--- src/rtl/pipe_redirect_ctrl_pkg.sv ---
// Shared pipeline definitions for the PC-redirect / hazard sequencer.
//   JOP_*          : jump opcode encoding resolved in EX
//   state_t        : sequencer state encoding
//   is_load_use()  : ID-stage load-use compare against the load sitting in EX
package pipe_redirect_ctrl_pkg;

    localparam logic [1:0] JOP_SEQ = 2'b00;
    localparam logic [1:0] JOP_BR  = 2'b01;
    localparam logic [1:0] JOP_JR  = 2'b10;
    localparam logic [1:0] JOP_J   = 2'b11;

    typedef enum logic [1:0] {
        ST_RUN      = 2'd0,
        ST_LU_STALL = 2'd1,
        ST_SQUASH   = 2'd2
    } state_t;

    // Register 0 is hardwired, so a load into it never creates a dependency.
    function automatic logic is_load_use(input logic       memread,
                                         input logic [4:0] ex_rt,
                                         input logic [4:0] id_rs,
                                         input logic [4:0] id_rt);
        return memread && (ex_rt != 5'd0) && ((ex_rt == id_rs) || (ex_rt == id_rt));
    endfunction

endpackage

--- src/rtl/pipe_redirect_ctrl_if.sv ---
// Pipeline-side bundle of the redirect/hazard sequencer.
//   master : pipeline datapath (drives EX/ID status, consumes controls and counters)
//   slave  : the sequencer
// Signals:
//   ex_valid, jump_op[1:0], id_ex_memread, id_ex_rt[4:0], if_id_rs[4:0], if_id_rt[4:0]
//   pc_sel[1:0], pc_write, if_id_write, if_id_flush, id_ex_flush,
//   stall_cnt[CNT_W-1:0], redir_cnt[CNT_W-1:0]
interface pipe_redirect_ctrl_if #(parameter int CNT_W = 16);

    logic             ex_valid;
    logic [1:0]       jump_op;
    logic             id_ex_memread;
    logic [4:0]       id_ex_rt;
    logic [4:0]       if_id_rs;
    logic [4:0]       if_id_rt;

    logic [1:0]       pc_sel;
    logic             pc_write;
    logic             if_id_write;
    logic             if_id_flush;
    logic             id_ex_flush;
    logic [CNT_W-1:0] stall_cnt;
    logic [CNT_W-1:0] redir_cnt;

    modport master (
        output ex_valid, jump_op, id_ex_memread, id_ex_rt, if_id_rs, if_id_rt,
        input  pc_sel, pc_write, if_id_write, if_id_flush, id_ex_flush,
               stall_cnt, redir_cnt
    );

    modport slave (
        input  ex_valid, jump_op, id_ex_memread, id_ex_rt, if_id_rs, if_id_rt,
        output pc_sel, pc_write, if_id_write, if_id_flush, id_ex_flush,
               stall_cnt, redir_cnt
    );

endinterface

--- src/rtl/pipe_redirect_ctrl_sat_counter.sv ---
// Saturating event counter: counts clock cycles with inc high, sticks at all-ones.
//   clk : rising-edge clock
//   rst : asynchronous, active-low reset (clears count)
//   inc : count enable for this cycle
//   cnt : current count, W bits
module sat_counter #(
    parameter int W = 16
) (
    input  logic         clk,
    input  logic         rst,
    input  logic         inc,
    output logic [W-1:0] cnt
);

    always_ff @(posedge clk or negedge rst) begin
        if (!rst) begin
            cnt <= '0;
        end else if (inc && (cnt != {W{1'b1}})) begin
            cnt <= cnt + W'(1);
        end
    end

endmodule

--- src/rtl/pipe_redirect_ctrl.sv ---
// PC-redirect and load-use hazard sequencer for the 5-stage pipeline.
//   clk : rising-edge clock
//   rst : asynchronous, active-low reset
//   bus : pipe_redirect_ctrl_if.slave (EX/ID status in, PC/IF-ID/ID-EX controls
//         and stall/redirect counters out)
// Controls are combinational from state and inputs (same-cycle response).
//
// state       | meaning
// ------------+-----------------------------------------------------------
// ST_RUN      | normal flow; accepts redirects and load-use stalls
// ST_LU_STALL | one bubble already inserted; behaves as RUN, may stall again
// ST_SQUASH   | wrong-path shadow after a redirect; requests ignored
module pipe_redirect_ctrl
    import pipe_redirect_ctrl_pkg::*;
#(
    parameter int SQUASH_CYC = 2,
    parameter int CNT_W      = 16
) (
    input logic                clk,
    input logic                rst,
    pipe_redirect_ctrl_if.slave bus
);

    localparam int               SQ_W    = $clog2(SQUASH_CYC) + 1;
    localparam logic [SQ_W-1:0]  SQ_INIT = SQ_W'(SQUASH_CYC - 1);

    state_t          state;
    logic [SQ_W-1:0] sq_cnt;
    logic            redirect_req;
    logic            lu_hit;
    logic            stall_evt;

    assign redirect_req = bus.ex_valid && (bus.jump_op != JOP_SEQ) && (state != ST_SQUASH);
    assign lu_hit       = is_load_use(bus.id_ex_memread, bus.id_ex_rt, bus.if_id_rs, bus.if_id_rt);
    // Redirect wins over load-use: the stalled instruction is on the wrong path anyway.
    assign stall_evt    = lu_hit && !redirect_req && (state != ST_SQUASH);

    always_ff @(posedge clk or negedge rst) begin
        if (!rst) begin
            state  <= ST_RUN;
            sq_cnt <= '0;
        end else begin
            case (state)
                ST_RUN, ST_LU_STALL: begin
                    if (redirect_req) begin
                        state  <= ST_SQUASH;
                        sq_cnt <= SQ_INIT;
                    end else if (lu_hit) begin
                        state <= ST_LU_STALL;
                    end else begin
                        state <= ST_RUN;
                    end
                end
                ST_SQUASH: begin
                    if (sq_cnt == '0) begin
                        state <= ST_RUN;
                    end else begin
                        sq_cnt <= sq_cnt - SQ_W'(1);
                    end
                end
                default: begin
                    state  <= ST_RUN;
                    sq_cnt <= '0;
                end
            endcase
        end
    end

    always_comb begin
        bus.pc_sel      = JOP_SEQ;
        bus.pc_write    = 1'b1;
        bus.if_id_write = 1'b1;
        bus.if_id_flush = 1'b0;
        bus.id_ex_flush = 1'b0;
        if (!rst) begin
            // Hold the front end frozen and both pipeline registers cleared.
            bus.pc_write    = 1'b0;
            bus.if_id_write = 1'b0;
            bus.if_id_flush = 1'b1;
            bus.id_ex_flush = 1'b1;
        end else if (redirect_req) begin
            bus.pc_sel      = bus.jump_op;
            bus.if_id_flush = 1'b1;
            bus.id_ex_flush = 1'b1;
        end else if (stall_evt) begin
            bus.pc_write    = 1'b0;
            bus.if_id_write = 1'b0;
            bus.id_ex_flush = 1'b1;
        end
    end

    sat_counter #(.W(CNT_W)) u_stall_cnt (
        .clk (clk),
        .rst (rst),
        .inc (stall_evt),
        .cnt (bus.stall_cnt)
    );

    sat_counter #(.W(CNT_W)) u_redir_cnt (
        .clk (clk),
        .rst (rst),
        .inc (redirect_req),
        .cnt (bus.redir_cnt)
    );

endmodule
--- src/flat_wrapper.sv ---
// flat-port wrapper written by rule: the top's interface ports become plain ports
module pipe_redirect_ctrl_flat import pipe_redirect_ctrl_pkg::*;
#(
    parameter int SQUASH_CYC = 2,
    parameter int CNT_W      = 16
)
  (clk, rst, bus_ex_valid, bus_jump_op, bus_id_ex_memread, bus_id_ex_rt, bus_if_id_rs, bus_if_id_rt, bus_pc_sel, bus_pc_write, bus_if_id_write, bus_if_id_flush, bus_id_ex_flush, bus_stall_cnt, bus_redir_cnt);
  pipe_redirect_ctrl_if #(.CNT_W(CNT_W)) bus_i ();
  input logic clk;
  input logic rst;
  input wire logic [$bits(bus_i.ex_valid)-1:0] bus_ex_valid;
  input wire logic [$bits(bus_i.jump_op)-1:0] bus_jump_op;
  input wire logic [$bits(bus_i.id_ex_memread)-1:0] bus_id_ex_memread;
  input wire logic [$bits(bus_i.id_ex_rt)-1:0] bus_id_ex_rt;
  input wire logic [$bits(bus_i.if_id_rs)-1:0] bus_if_id_rs;
  input wire logic [$bits(bus_i.if_id_rt)-1:0] bus_if_id_rt;
  output wire logic [$bits(bus_i.pc_sel)-1:0] bus_pc_sel;
  output wire logic [$bits(bus_i.pc_write)-1:0] bus_pc_write;
  output wire logic [$bits(bus_i.if_id_write)-1:0] bus_if_id_write;
  output wire logic [$bits(bus_i.if_id_flush)-1:0] bus_if_id_flush;
  output wire logic [$bits(bus_i.id_ex_flush)-1:0] bus_id_ex_flush;
  output wire logic [$bits(bus_i.stall_cnt)-1:0] bus_stall_cnt;
  output wire logic [$bits(bus_i.redir_cnt)-1:0] bus_redir_cnt;
  assign bus_i.ex_valid = bus_ex_valid;
  assign bus_i.jump_op = bus_jump_op;
  assign bus_i.id_ex_memread = bus_id_ex_memread;
  assign bus_i.id_ex_rt = bus_id_ex_rt;
  assign bus_i.if_id_rs = bus_if_id_rs;
  assign bus_i.if_id_rt = bus_if_id_rt;
  assign bus_pc_sel = bus_i.pc_sel;
  assign bus_pc_write = bus_i.pc_write;
  assign bus_if_id_write = bus_i.if_id_write;
  assign bus_if_id_flush = bus_i.if_id_flush;
  assign bus_id_ex_flush = bus_i.id_ex_flush;
  assign bus_stall_cnt = bus_i.stall_cnt;
  assign bus_redir_cnt = bus_i.redir_cnt;
  pipe_redirect_ctrl #(.SQUASH_CYC(SQUASH_CYC), .CNT_W(CNT_W)) u_core (.clk(clk), .rst(rst), .bus(bus_i));
endmodule
--- config.mk ---
export PLATFORM = sky130hd
export DESIGN_NAME = pipe_redirect_ctrl_flat
export DESIGN_NICKNAME = d
export VERILOG_FILES = /design/src/rtl/pipe_redirect_ctrl_pkg.sv /design/src/rtl/pipe_redirect_ctrl_if.sv /design/src/rtl/pipe_redirect_ctrl_sat_counter.sv /design/src/rtl/pipe_redirect_ctrl.sv /design/src/flat_wrapper.sv
export SDC_FILE = /design/constraint.sdc
export NUM_CORES = 1
export LEC_CHECK = 0
export BUFFER_PORTS_ARGS = -buffer_cell sky130_fd_sc_hd__buf_2
export CAP_MARGIN = 20
export CORE_ASPECT_RATIO = 0.7
export CORE_MARGIN = 4
export CORE_UTILIZATION = 52
export DETAILED_ROUTE_END_ITERATION = 10
export PLACE_DENSITY = 0.83
export SLEW_MARGIN = 20
export SYNTH_ARGS = -nofsm -noshare
export SYNTH_HDL_FRONTEND = slang
export SYNTH_HIERARCHICAL = 1
export SYNTH_SLANG_ARGS = --single-unit
--- constraint.sdc ---
create_clock -name clk -period 2.5 [get_ports clk]
set_clock_uncertainty 0.15 [all_clocks]
set_input_delay 0.5 -clock clk [delete_from_list [all_inputs] [get_ports clk]]
set_output_delay 0.5 -clock clk [all_outputs]
set_load 0.03 [all_outputs]
==> flow_summary_export.csv <==
group,metric,value,unit
grt,grt_usage,0.195,
cts,path_clk_slew,0.07,ns
floorplanning,num_rows,19,
sta,finalCritPeriodShare,0.979,
power,p_clk_frac,0.256,
worst_setup_path,worst-path-max-fanout,3,
power,sw_frac_of_total,0.360,
sta,max_freq,409,MHz
min_path,hold_path_class,"in2reg",
detailed_routing,wl_per_cell,15.2,um
worst_setup_path,path_class,"in2out",
finish,final_util,0.672,
finish,multi_input_comb_area,1200,um^2
worst_setup_path,worstPathArrival,1.80,ns
worst_setup_path,endpoint_kind,"output pin",
sta,relSlewSlack,0.715,
logic_synthesis,synth_area_per_cell,11.1,um^2
power,powerDensity,657,nW/um^2
floorplanning,ios,59,
logic_synthesis,ys_ff_latch,36,
floorplanning,die_y,61.4,um
worst_setup_path,rr_worst_depth,8,
detailed_routing,drt_wl_total,4790,um
sta,hold_violations,0,
logic_synthesis,synth_area_leaders,"dfrtp_1 (43%), xor2_1 (5.8%), nand4_1 (4.7%), xnor2_1 (4.1%), nor4_4 (4.0%)",
finish,finalNetCount,287,
cts,cts_made_buffers,5,
worst_setup_path,required,1.85,ns
grt,grt_max_degree,35,
floorplanning,initial_utilization,0.540,
grt,antenna_found_initial,0,
worst_setup_path,start_kind,"input pin",
logic_synthesis,yosysWarnings,6,
power,power.net_switching,0.623,mW
worst_setup_path,r2r_start,"u_core/state[0]",
worst_setup_path,r2r_slack,0.22,ns
finish,postLayoutCellArea,2640,um^2
floorplanning,core_area,3920,um^2
finish,seq_area,901,um^2
finish,fill_cells,309,
grt,grt-ovfl-total,0,
cts,numClockSinks,36,
detailed_routing,first_pass_iters,4,
detailed_routing,ant_nets,0,
worst_setup_path,crit_start,"bus_id_ex_rt[1]",
detailed_routing,drtIter0Drc,103,
worst_setup_path,crit_end,"bus_if_id_write",
sta,setup_viol,0,
detailed_routing,post-route-drc-count,0,
placement,io_buffers,58,
cts,postCtsSetupBuffers,0,
power,power_frac_comb,0.306,
floorplanning,dieArea,5180,um^2
finish,syn2layout_area_growth,24.4,%
min_path,hold_path_depth,3,
logic_synthesis,netlist.area_leader.share,0.425,
cts,clockBufferDepth,2,
sta,finalCriticalPeriod,2.45,ns
placement,dp_hpwl,3630,um
finish,drive_gt1_frac,0.384,
logic_synthesis,yosysTopAreaCell,"dfrtp_1",
logic_synthesis,syn_inst,190,
power,p_leak,1.30,nW
worst_setup_path,r2r_end,"u_core/u_stall_cnt/cnt[10]",
cts,cts_tree,"done",
cts,ctsHtreeMaxLevel,2,
run,drv_cap,0,
logic_synthesis,ys_seq_area_frac,0.425,
detailed_routing,vias,1815,
finish,n_antenna_cell,0,
cts,clk_latency,0.29,ns
sta,drv_slew,0,
logic_synthesis,syn-num-nets,214,
power,power,1.73,mW
floorplanning,die_w,84.3,um
placement,place_area,2530,um^2
power,ir_worst_vdd,357,uV
placement,place.gp.congestion,0.809,
power,p_int,1.11,mW
logic_synthesis,syn_area,2120,um^2
grt,grt_pass1_wl,7940,um
power,p_seq_frac,0.438,
sta,holdWs,0.311,ns
sta,rsz0062_at_grt,"true",
logic_synthesis,synthDistinctLibCells,41,
grt,grt_pass1_vias,1696,
sta,tightest_slew,0.427,ns
outcome,outcome,"completed",
detailed_routing,drt-vias-per-instance,5.76,
cts,clockRootBuffer,"clkbuf_8",
==> cells in the mapped netlist, drive strengths merged <==
cell type	instances
nand3	12
and3	6
xnor2	10
o31ai	2
and4	6
nor2	11
a21o	1
mux2	2
o22ai	2
ha	3
buf	1
nand2b	1
nand2	9
o21bai	1
or4	1
nor4	5
a31oi	6
o21a	11
nand4	20
and4b	2
xor2	14
o211ai	2
and2b	1
inv	2
a32oi	2
a21oi	8
or3	1
nor3b	1
a22oi	1
nor3	4
dfrtp	36
o21ai	6
==> power groups by stage <==
stage	logic (mW)	registers (mW)	clock network, mW
floorplan	0.255	0.859	0
global placement	0.517	0.766	0
detailed placement	0.530	0.767	0
CTS	0.533	0.757	0.457
global route	0.586	0.772	0.482
finish	0.531	0.759	0.443
==> how the worst min path moves through the flow <==
stage | start | endpoint | slack, ns
floorplan | rst | u_core/sq_cnt[0] | 0.05
global placement | rst | u_core/state[1] | 0.17
detailed placement | rst | u_core/state[1] | 0.17
CTS | bus_id_ex_memread | u_core/state[0] | 0.30
global route | bus_id_ex_memread | u_core/state[0] | 0.32
finish | bus_id_ex_memread | u_core/state[0] | 0.31
==> routing by layer <==
layer,track usage,share of wire,up-vias
li1,-,-,885
met1,0.263,0.48,867
met2,0.303,0.44,54
met3,0.0508,0.067,9
met4,0.0826,0.012,0
met5,0,0,-
==> timing repair <==
item                                    CTS  global route
hold buffers                              1             0
endpoints found under the setup margin    0             2
resized for setup                         0             1
endpoints found under the hold margin     2             0
==> cell usage in the layout, fill, tap and decap left out, types with 4 or more instances in the layout <==
| master | synthesis | routed |
|---|---|---|
| nand4_1 | 16 | 16 |
| o21a_1 | 11 | 11 |
| nand3_1 | 10 | 10 |
| o21ai_0 | 4 | 4 |
| buf_4 | 1 | 8 |
| nor2_1 | 8 | 7 |
| nor2_2 | 3 | 4 |
| a31oi_1 | 6 | 6 |
| buf_2 | 0 | 58 |
| and3_1 | 6 | 6 |
| clkbuf_8 | 0 | 7 |
| xor2_1 | 14 | 14 |
| a21oi_1 | 8 | 8 |
| dfrtp_1 | 36 | 36 |
| nand2_1 | 9 | 9 |
| nor4_4 | 4 | 4 |
| xnor2_1 | 10 | 10 |
==> cells by family (layout without fill, tap and decap cells) <==
group / after synthesis / after routing / share of synthesized area
muxes: 2 / 2 / 0.0106
xor gates and xnor gates: 24 / 24 / 0.0992
AOI/OAI and AO/OA: 42 / 42 / 0.145
DFF: 36 / 36 / 0.425
adders and majority gates: 3 / 3 / 0.0177
and+or+nand+nor: 80 / 80 / 0.295
buffers and inverters: 3 / 76 / 0.00709
==> worst max-delay path, cell delays in order <==
cell	delay, ns
buf_2	0.12
or4_4	0.53
o21ai_2	0.15
or3_4	0.16
o21a_1	0.13
buf_2	0.21
==> through the flow <==
step	setup WS (ns)	instances	setup TNS, ns
after floorplan	0.0546	190	0
after global placement	-0.000499	307	-0.000499
after detailed placement	-0.0618	307	-0.183
after CTS	0.0618	315	0
after global routing	-0.00228	315	-0.00266
final	0.0533	315	0
==> final cells by class <==
type                       count  share of cell area
clock buffer                   7              0.0366
inverter                       2             0.00285
timing repair buffer          67               0.137
multi-input combinational    151               0.457
tap                           52              0.0247
sequential                    36               0.342
==> sequential cells by signal (all words and copies together) (netlist names) <==
name and count:
u_core/u_redir_cnt/cnt 16, u_core/u_stall_cnt/cnt 16, u_core/sq_cnt 2, u_core/state 2
Power figures use the tool's default switching activity.
